File: config.mk
export PLATFORM = sky130hd
export DESIGN_NAME = cache_line_ctrl
export DESIGN_NICKNAME = d
export VERILOG_FILES = /design/src/rtl/cache_pkg.sv /design/src/rtl/mem_beat_counter.sv /design/src/rtl/cache_line_ctrl.sv
export SDC_FILE = /design/constraint.sdc
export NUM_CORES = 1
export LEC_CHECK = 0
export BUFFER_PORTS_ARGS = -buffer_cell sky130_fd_sc_hd__buf_2
export CAP_MARGIN = 0
export CORE_AREA = 3 3 40 42
export DETAILED_ROUTE_END_ITERATION = 6
export DIE_AREA = 0 0 43 45
export SLEW_MARGIN = 20
export SYNTH_ARGS = -nofsm -noshare
export SYNTH_HDL_FRONTEND = slang
export SYNTH_SLANG_ARGS = --single-unit
File: constraint.sdc
create_clock -name clk -period 2 [get_ports clk]
set_input_delay 0 -clock clk [delete_from_list [all_inputs] [get_ports clk]]
set_output_delay 0 -clock clk [all_outputs]
set_load 0.05 [all_outputs]
File: src/rtl/cache_pkg.sv
// Shared types and helpers for the cache line controller and its beat counter.
package cache_pkg;

  // Controller states; the replayed request completes in ST_IDLE after ST_RESUME.
  typedef enum logic [2:0] {
    ST_IDLE         = 3'd0,
    ST_WRITEBACK    = 3'd1,
    ST_REFILL       = 3'd2,
    ST_RESUME       = 3'd3,
    ST_WRITE_AROUND = 3'd4
  } cache_state_t;

  // Memory command encoding, bit 1 = request valid, bit 0 = write.
  typedef enum logic [1:0] {
    MEM_CMD_NONE  = 2'b00,
    MEM_CMD_READ  = 2'b10,
    MEM_CMD_WRITE = 2'b11
  } mem_cmd_t;

  // Number of words in a line for a given word-select width.
  function automatic int unsigned n_words(input int unsigned word_sel_w);
    return 32'd1 << word_sel_w;
  endfunction

endpackage

File: src/rtl/mem_beat_counter.sv
// Per-word beat counter for memory bursts: counts accepted beats and flags the
// final beat of a line. Clear has priority over increment.
module mem_beat_counter
  import cache_pkg::*;
#(
  parameter int WORD_SEL_W = 2
) (
  input  logic                  clk,
  input  logic                  reset,
  input  logic                  clr,
  input  logic                  inc,
  output logic [WORD_SEL_W-1:0] beat_offset,
  output logic                  last
);

  localparam int unsigned N_WORDS  = n_words(WORD_SEL_W);
  localparam int unsigned LAST_IDX = N_WORDS - 32'd1;
  localparam logic [WORD_SEL_W:0] LAST_CNT = LAST_IDX[WORD_SEL_W:0];
  localparam logic [WORD_SEL_W:0] CNT_ONE  = {{WORD_SEL_W{1'b0}}, 1'b1};

  logic [WORD_SEL_W:0] count_d;
  logic [WORD_SEL_W:0] count_q;

  // Next count: clear on burst start/end, advance on each accepted beat.
  always_comb begin
    count_d = count_q;
    if (clr) begin
      count_d = '0;
    end else if (inc) begin
      count_d = count_q + CNT_ONE;
    end else begin
      count_d = count_q;
    end
  end

  // Count register with asynchronous active-low reset.
  always_ff @(posedge clk or negedge reset) begin
    if (!reset) begin
      count_q <= '0;
    end else begin
      count_q <= count_d;
    end
  end

  assign beat_offset = count_q[WORD_SEL_W-1:0];
  assign last        = (count_q == LAST_CNT);

endmodule

File: src/rtl/cache_line_ctrl.sv
// Write-back cache line controller: zero-latency hits, per-word victim
// write-back and refill over a ready/valid memory port, optional write-around
// on write misses. Outputs are combinational from state, beat count and inputs.
module cache_line_ctrl
  import cache_pkg::*;
#(
  parameter int WORD_SEL_W     = 2,
  parameter bit WRITE_ALLOCATE = 1'b1
) (
  input  logic                  clk,
  input  logic                  reset,
  input  logic                  en,
  input  logic                  cw_en,
  input  logic                  hit,
  input  logic                  dirty,
  input  logic [WORD_SEL_W-1:0] block_offset,
  input  logic                  mem_ready,
  output logic                  stall,
  output logic                  w_en,
  output logic                  set_valid,
  output logic                  set_dirty,
  output logic                  strategy_en,
  output logic [WORD_SEL_W-1:0] offset,
  output logic                  fill_sel,
  output logic                  mem_req,
  output logic                  mem_we,
  output logic                  victim_sel
);

  cache_state_t state_d;
  cache_state_t state_q;
  // Write-around mode latched at miss entry so cw_en is only sampled in IDLE;
  // it is an extension of the state, selecting the exit of WRITEBACK.
  logic         around_d;
  logic         around_q;

  mem_cmd_t              mem_cmd;
  logic                  beat_clr;
  logic                  beat_inc;
  logic                  beat_last;
  logic [WORD_SEL_W-1:0] beat_offset;

  assign beat_inc = mem_ready & ((state_q == ST_WRITEBACK) | (state_q == ST_REFILL));
  assign beat_clr = ((state_q == ST_IDLE) & en & ~hit) | (beat_inc & beat_last);

  mem_beat_counter #(
    .WORD_SEL_W (WORD_SEL_W)
  ) u_beat_counter (
    .clk         (clk),
    .reset       (reset),
    .clr         (beat_clr),
    .inc         (beat_inc),
    .beat_offset (beat_offset),
    .last        (beat_last)
  );

  // Next-state and output decode; all outputs forced low while reset is held.
  always_comb begin
    state_d     = state_q;
    around_d    = around_q;
    stall       = 1'b0;
    w_en        = 1'b0;
    set_valid   = 1'b0;
    set_dirty   = 1'b0;
    strategy_en = 1'b0;
    offset      = '0;
    fill_sel    = 1'b0;
    victim_sel  = 1'b0;
    mem_cmd     = MEM_CMD_NONE;
    if (!reset) begin
      state_d  = ST_IDLE;
      around_d = 1'b0;
    end else begin
      case (state_q)
        ST_IDLE: begin
          if (en) begin
            if (hit) begin
              w_en        = cw_en;
              set_valid   = 1'b1;
              set_dirty   = dirty | cw_en;
              strategy_en = 1'b1;
              offset      = block_offset;
            end else begin
              stall    = 1'b1;
              around_d = cw_en & ~WRITE_ALLOCATE;
              if (dirty) begin
                state_d = ST_WRITEBACK;
              end else if (cw_en && !WRITE_ALLOCATE) begin
                state_d = ST_WRITE_AROUND;
              end else begin
                state_d = ST_REFILL;
              end
            end
          end else begin
            state_d = ST_IDLE;
          end
        end
        ST_WRITEBACK: begin
          stall      = 1'b1;
          mem_cmd    = MEM_CMD_WRITE;
          victim_sel = 1'b1;
          offset     = beat_offset;
          if (mem_ready && beat_last) begin
            set_valid = 1'b1;
            set_dirty = 1'b0;
            state_d   = around_q ? ST_WRITE_AROUND : ST_REFILL;
          end else begin
            state_d = ST_WRITEBACK;
          end
        end
        ST_REFILL: begin
          stall    = 1'b1;
          mem_cmd  = MEM_CMD_READ;
          fill_sel = 1'b1;
          offset   = beat_offset;
          w_en     = mem_ready;
          if (mem_ready && beat_last) begin
            set_valid = 1'b1;
            set_dirty = 1'b0;
            state_d   = ST_RESUME;
          end else begin
            state_d = ST_REFILL;
          end
        end
        ST_RESUME: begin
          stall   = 1'b1;
          state_d = ST_IDLE;
        end
        ST_WRITE_AROUND: begin
          mem_cmd = MEM_CMD_WRITE;
          offset  = block_offset;
          stall   = ~mem_ready;
          if (mem_ready) begin
            state_d = ST_IDLE;
          end else begin
            state_d = ST_WRITE_AROUND;
          end
        end
        default: begin
          state_d  = ST_IDLE;
          around_d = 1'b0;
        end
      endcase
    end
  end

  assign {mem_req, mem_we} = mem_cmd;

  // State registers with asynchronous active-low reset.
  always_ff @(posedge clk or negedge reset) begin
    if (!reset) begin
      state_q  <= ST_IDLE;
      around_q <= 1'b0;
    end else begin
      state_q  <= state_d;
      around_q <= around_d;
    end
  end

endmodule

==> impl_metrics.env, run 1 <==
export IMPL_grtUsageTotal=0.146
export IMPL_cts_tree="yes"
export IMPL_drv_slew=0
export IMPL_worst_slew_pin_slew_ns=0.542
export IMPL_finalCoreUtilization=0.505
export IMPL_max_stage_delay_ns=0.52
export IMPL_die_x_um=43
export IMPL_ys_seq_elements=6
export IMPL_die_h_um=45
export IMPL_grt_pass1_vias=466
export IMPL_synth_area_um2=505
export IMPL_area_growth_syn_to_layout_pct=28.5
export IMPL_post_place_ws_ns=0.386
export IMPL_setup_viol=0
export IMPL_drive_gt1_frac=0.284
export IMPL_r2r_cells=4
export IMPL_worstReg2RegStart="u_beat_counter.count_q[0]$_DFFE_PN0P_"
export IMPL_syn_inst=59
export IMPL_period_share=0.914
export IMPL_cts_inserted_buffers=3
export IMPL_timing_final_ws_setup_ns=0.171
export IMPL_maxCapViolations=0
export IMPL_coreArea_mm2=0.00128
export IMPL_io_buffers=19
export IMPL_clk_pin_slew_ns=0.05
export IMPL_required_ns=2.00
export IMPL_internal_power_mw=0.271
export IMPL_avgRoutedWirePerCell_um=12.8
export IMPL_fill_cells=135
export IMPL_initial_core_util=0.393
export IMPL_hold_path_class="in2reg"
export IMPL_grt_max_degree=14
export IMPL_fmax_mhz=547
export IMPL_min_period_ns=1.83
export IMPL_critical_path_class="reg2out"
export IMPL_die_area_mm2=0.00194
export IMPL_placed_area_um2=617
export IMPL_antenna_found_initial=0
export IMPL_io_pins=20
export IMPL_p_leak_nw=0.339
export IMPL_gr_total_overflow=0
export IMPL_end_kind="output port"
export IMPL_swShare=0.397
export IMPL_cts_sinks=6
export IMPL_tns_ns=0
export IMPL_via_count=521
export IMPL_hold_path_startpoint="mem_ready"
export IMPL_relSlewSlack=0.636
export IMPL_final_hold_viol_count=0
export IMPL_ant_nets=0
export IMPL_ir_drop_mv=0.301
export IMPL_grt_pass1_wl_um=2080
export IMPL_switchingPower_mw=0.179
export IMPL_clk_latency_ns=0.24
export IMPL_cts_setup_buffers=0
export IMPL_vias_per_cell=5.43
export IMPL_total_power_mw=0.450
export IMPL_firstDrtPassIters=4
export IMPL_drc_errors=0
export IMPL_p_comb_frac=0.392
export IMPL_cpMaxStageDelayCell="xnor2_1"
export IMPL_crit_chain="xnor2_1 -> nor2_1 -> a22o_1 -> buf_2"
export IMPL_arrival_ns=1.83
export IMPL_n_antenna_cell=0
export IMPL_core_rowCount=13
export IMPL_clock_skew_ns=0.00164
export IMPL_layout_nets=94
export IMPL_hold_end="state_q[0]$_DFFE_PN0P_"
export IMPL_min_path_cells=2
export IMPL_yosys_warnings=0
export IMPL_yosysSeqAreaShare=0.297
export IMPL_syn_avg_cell_area_um2=8.57
export IMPL_synth_nets=70
export IMPL_place_congestion=0.803
export IMPL_rrSetupSlack_ns=0.39
export IMPL_power_density_mw_per_mm2=693
export IMPL_cts_path_max_buffers=2
export IMPL_wl_um=1230
export IMPL_rsz0062_at_grt="no"
export IMPL_drtIter0Drc=3
export IMPL_crit_path_start_kind="flip-flop"
export IMPL_hpwl_um=906
export IMPL_rr_endpoint="u_beat_counter.count_q[2]$_DFFE_PN0P_"
export IMPL_seq_power_share=0.360
export IMPL_h_tree_depth=1
export IMPL_synth_cell_types=27
export IMPL_final_cell_area_um2=649
export IMPL_cts_root_buf="clkbuf_4"
export IMPL_cp_max_fo=12
export IMPL_p_clk_frac=0.248
export IMPL_outcome="finished clean"
stage by stage:
stage	cells	hold slack (ns)
final	96	0.0330
after global routing	96	0.0398
after CTS	96	0.0221
after detailed placement	92	-0.125
after global placement	92	-0.126
after floorplan	59	-0.296
synth_stat cells:
master / number / area (um^2)
buf_2: 2 / 10.0
nor2_1: 3 / 11.3
a311oi_1: 1 / 8.76
nand2_1: 4 / 15.0
a211o_1: 1 / 8.76
or4b_1: 1 / 10.0
a21oi_1: 4 / 20.0
nor3_1: 3 / 15.0
o21ai_0: 4 / 20.0
nor2b_1: 1 / 6.26
nand4b_1: 1 / 8.76
o21a_1: 1 / 7.51
a2bb2oi_1: 1 / 8.76
inv_1: 1 / 3.75
ha_1: 2 / 25.0
and3b_1: 1 / 8.76
o21bai_1: 1 / 7.51
dfrtp_1: 6 / 150
or4_1: 2 / 15.0
a22o_1: 3 / 26.3
xnor2_1: 2 / 17.5
o211a_1: 2 / 20.0
nand2b_1: 4 / 25.0
nor3b_1: 3 / 22.5
and2_1: 2 / 12.5
and3_1: 2 / 12.5
a32oi_1: 1 / 8.76
flip-flops by register name (all words and copies together) (netlist names):
register                count
state_q                     3
u_beat_counter.count_q      3
critical path: cells and delay by family, from the launching register on:
| family | cells | cell delay [ns] |
|---|---|---|
| and+or+nand+nor | 1 | 0.12 |
| AOI/OAI and AO/OA | 1 | 0.25 |
| buffers and inverters | 1 | 0.21 |
| DFF | 1 | 0.49 |
| xor gates and xnor gates | 1 | 0.52 |
power by group through the flow:
stage | clock (mW) | combinational [mW] | sequential (mW)
4_1_cts | 0.120 | 0.177 | 0.161
3_3_place_gp | 0 | 0.175 | 0.162
3_5_place_dp | 0 | 0.175 | 0.163
2_1_floorplan | 0 | 0.139 | 0.151
6_report | 0.111 | 0.176 | 0.162
5_1_grt | 0.132 | 0.194 | 0.166
kinds of logic after synthesis:
logic type / Yosys count / synth area share
DFF: 6 / 0.297
adders and majority gates: 2 / 0.0495
AOI/OAI and AO/OA: 19 / 0.270
and+or+nand+nor: 27 / 0.322
xor gates and xnor gates: 2 / 0.0347
buffers and inverters: 3 / 0.0272
metal layers:
metal / global-route usage / vias to the layer above / part of all wire
li1: - / 274 / -
met1: 0.184 / 231 / 0.47
met2: 0.222 / 14 / 0.46
met3: 0.0398 / 2 / 0.062
met4: 0.0904 / 0 / 0.0073
met5: 0 / - / 0
repair_timing:
item	in CTS	in global routing
hold endpoints to repair	6	0
resized for setup	0	0
hold buffers	1	0
endpoints found under the setup margin	0	0
final cells by class:
class / count / area [um^2] / area share
inverter: 1 / 3.75 / 0.00578
tap: 15 / 18.8 / 0.0289
multi-input combinational: 50 / 342 / 0.526
timing repair buffer: 21 / 113 / 0.173
clock buffer: 3 / 22.5 / 0.0347
sequential: 6 / 150 / 0.231
placed cells by master, fill, tap and decap left out, drive strengths merged, types with 2 or more instances in the layout:
cell,Yosys,final
a21oi,4,4
a22o,3,3
and2,2,2
and3,2,2
buf,2,20
clkbuf,0,3
dfrtp,6,6
ha,2,2
nand2,4,4
nand2b,4,4
nor2,3,3
nor3,3,3
nor3b,3,3
o211a,2,2
o21ai,4,4
or4,2,2
xnor2,2,2
how the worst max path moves through the flow:
stage | start | endpoint | depth (start not counted)
after floorplan | u_beat_counter.count_q[0]$_DFFE_PN0P_ | set_valid | 5
after global routing | state_q[0]$_DFFE_PN0P_ | offset[1] | 4
after detailed placement | u_beat_counter.count_q[0]$_DFFE_PN0P_ | u_beat_counter.count_q[2]$_DFFE_PN0P_ | 4
after global placement | u_beat_counter.count_q[0]$_DFFE_PN0P_ | u_beat_counter.count_q[2]$_DFFE_PN0P_ | 4
final | state_q[1]$_DFFE_PN0P_ | offset[0] | 4
after CTS | state_q[1]$_DFFE_PN0P_ | offset[1] | 4
Note: power is estimated with default switching activity, not from simulation.
==> run 2, diff against run 1 <==
- clock period: 2 -> 1.87 ns (I/O delays scaled with it)
==> run 2 against run 1 <==
  * Final cell count is the same
  * Sequential share of layout area decreased by 0.40 points
  * Core utilization is 1.8 points higher
  * Routed wire length rose by 6.4%
  * Count of clock-buffer cells in the layout stayed put
  * Non-clock buffer count unchanged
  * Die area unchanged
  * Worst setup slack lost 0.012 ns
  * Critical path type unchanged
  * Largest power group unchanged
  * Sequential power grew 9%
  * Largest cell class unchanged
  * Register-to-register slack got worse by 0.13 ns
  * Worst hold slack better by 0.0037 ns
  * Clock power grew 9.9%
==> impl_metrics.env, run 2 (synthesis gave the netlist of run 1 again) <==
export IMPL_rrSetupSlack_ns=0.26
export IMPL_critical_path_class="reg2out"
export IMPL_n_antenna_cell=0
export IMPL_clk_latency_ns=0.25
export IMPL_place_inst=92
export IMPL_firstDrtPassIters=4
export IMPL_total_power_mw=0.492
export IMPL_rr_endpoint="u_beat_counter.count_q[1]$_DFFE_PN0P_"
export IMPL_grt_pass1_wl_um=2130
export IMPL_relSlewSlack=0.784
export IMPL_cts_tree="yes"
export IMPL_h_tree_depth=1
export IMPL_io_buffers=19
export IMPL_fill_cells=136
export IMPL_die_h_um=45
export IMPL_cts_root_buf="clkbuf_4"
export IMPL_max_stage_delay_ns=0.49
export IMPL_cts_path_max_buffers=2
export IMPL_crit_path_start_kind="flip-flop"
export IMPL_clk_pin_slew_ns=0.04
export IMPL_place_congestion=0.751
export IMPL_setup_viol=0
export IMPL_timing_final_ws_setup_ns=0.159
export IMPL_cts_sinks=6
export IMPL_initial_core_util=0.393
export IMPL_wl_um=1300
export IMPL_antenna_found_initial=0
export IMPL_final_hold_viol_count=0
export IMPL_min_path_cells=2
export IMPL_crit_chain="nor3_1 -> and3b_1 -> o211a_1 -> buf_2"
export IMPL_reg_top3="state_q: 3 flops, u_beat_counter.count_q: 3 flops"
export IMPL_hold_end="state_q[0]$_DFFE_PN0P_"
export IMPL_coreArea_mm2=0.00128
export IMPL_via_count=547
export IMPL_ant_nets=0
export IMPL_hold_path_class="in2reg"
export IMPL_drv_slew=0
export IMPL_post_place_ws_ns=0.268
export IMPL_tns_ns=0
export IMPL_grtUsageTotal=0.151
export IMPL_gr_total_overflow=0
export IMPL_fmax_mhz=585
export IMPL_power_density_mw_per_mm2=732
export IMPL_grt_max_degree=14
export IMPL_hold_path_startpoint="mem_ready"
export IMPL_drc_errors=0
export IMPL_required_ns=1.87
export IMPL_cpMaxStageDelayCell="dfrtp_2"
export IMPL_final_common_cell="buf_2"
export IMPL_period_share=0.915
export IMPL_rsz0062_at_grt="no"
export IMPL_cts_inserted_buffers=3
export IMPL_die_x_um=43
export IMPL_area_growth_syn_to_layout_pct=32.9
export IMPL_grt_pass1_vias=477
export IMPL_placed_area_um2=627
export IMPL_arrival_ns=1.71
export IMPL_path_buf_inv=1
export IMPL_vias_per_cell=5.70
export IMPL_die_area_mm2=0.00194
export IMPL_r2r_cells=4
export IMPL_crit_family="simple AND/OR/NAND/NOR gates"
export IMPL_cp_max_fo=12
export IMPL_avgRoutedWirePerCell_um=13.6
export IMPL_clock_skew_ns=0.00921
export IMPL_drive_gt1_frac=0.358
export IMPL_end_kind="output port"
export IMPL_final_cell_count_no_fill=96
export IMPL_maxCapViolations=0
export IMPL_ir_drop_mv=0.518
export IMPL_worst_slew_pin_slew_ns=0.322
export IMPL_core_rowCount=13
export IMPL_layout_nets=94
export IMPL_worstReg2RegStart="u_beat_counter.count_q[0]$_DFFE_PN0P_"
export IMPL_p_leak_nw=0.344
export IMPL_io_pins=20
export IMPL_final_cell_area_um2=672
export IMPL_min_period_ns=1.71
export IMPL_hpwl_um=951
export IMPL_outcome="finished clean"
export IMPL_drtIter0Drc=11
==> run 2: how the worst max path moves through the flow <==
stage / end / depth (start not counted) / from
global route: stall / 4 / state_q[1]$_DFFE_PN0P_
CTS: offset[0] / 4 / state_q[0]$_DFFE_PN0P_
finish: stall / 4 / state_q[1]$_DFFE_PN0P_
global placement: u_beat_counter.count_q[2]$_DFFE_PN0P_ / 4 / u_beat_counter.count_q[0]$_DFFE_PN0P_
detailed placement: u_beat_counter.count_q[2]$_DFFE_PN0P_ / 4 / u_beat_counter.count_q[0]$_DFFE_PN0P_
floorplan: victim_sel / 2 / state_q[2]$_DFFE_PN0P_
==> run 2: final cells by class <==
type                            count  area [um^2]  area share
Multi-Input combinational cell     50          362       0.538
Sequential cell                     6          153       0.227
Timing Repair Buffer               21          113       0.168
Clock buffer                        3         22.5      0.0335
Tap cell                           15         18.8      0.0279
Inverter                            1         3.75     0.00559
==> run 2: power breakdown <==
group | internal [mW] | switching (mW)
combinational | 0.0725 | 0.122
sequential | 0.149 | 0.0273
clock | 0.0727 | 0.0491
==> run 2: stage by stage <==
stage / hold WS (ns) / util
after floorplan: -0.296 / -
after global placement: -0.125 / 0.488
after detailed placement: -0.126 / 0.488
after CTS: 0.0392 / 0.513
after global routing: 0.0457 / 0.523
final: 0.0367 / 0.523
==> run 2: what timing repair did <==
item,CTS,global route
hold buffers,1,0
endpoints found under the setup margin,0,3
setup buffers,0,0
gates resized for setup,0,4
hold endpoints to repair,6,0
==> run 2: worst reg2reg max path, cell delays in order (launching register included) <==
cell	delay [ns]
dfrtp_1	0.40
ha_1	0.21
ha_1	0.24
or4b_1	0.54
a21oi_1	0.15
==> run 2: per-layer routing <==
metal  vias up  global-route usage  wire, um
li1        271                   -         -
met1       255               0.203       637
met2        19               0.216       551
met3         2              0.0558        98
met4         0              0.0663        17
met5         -                   0         0
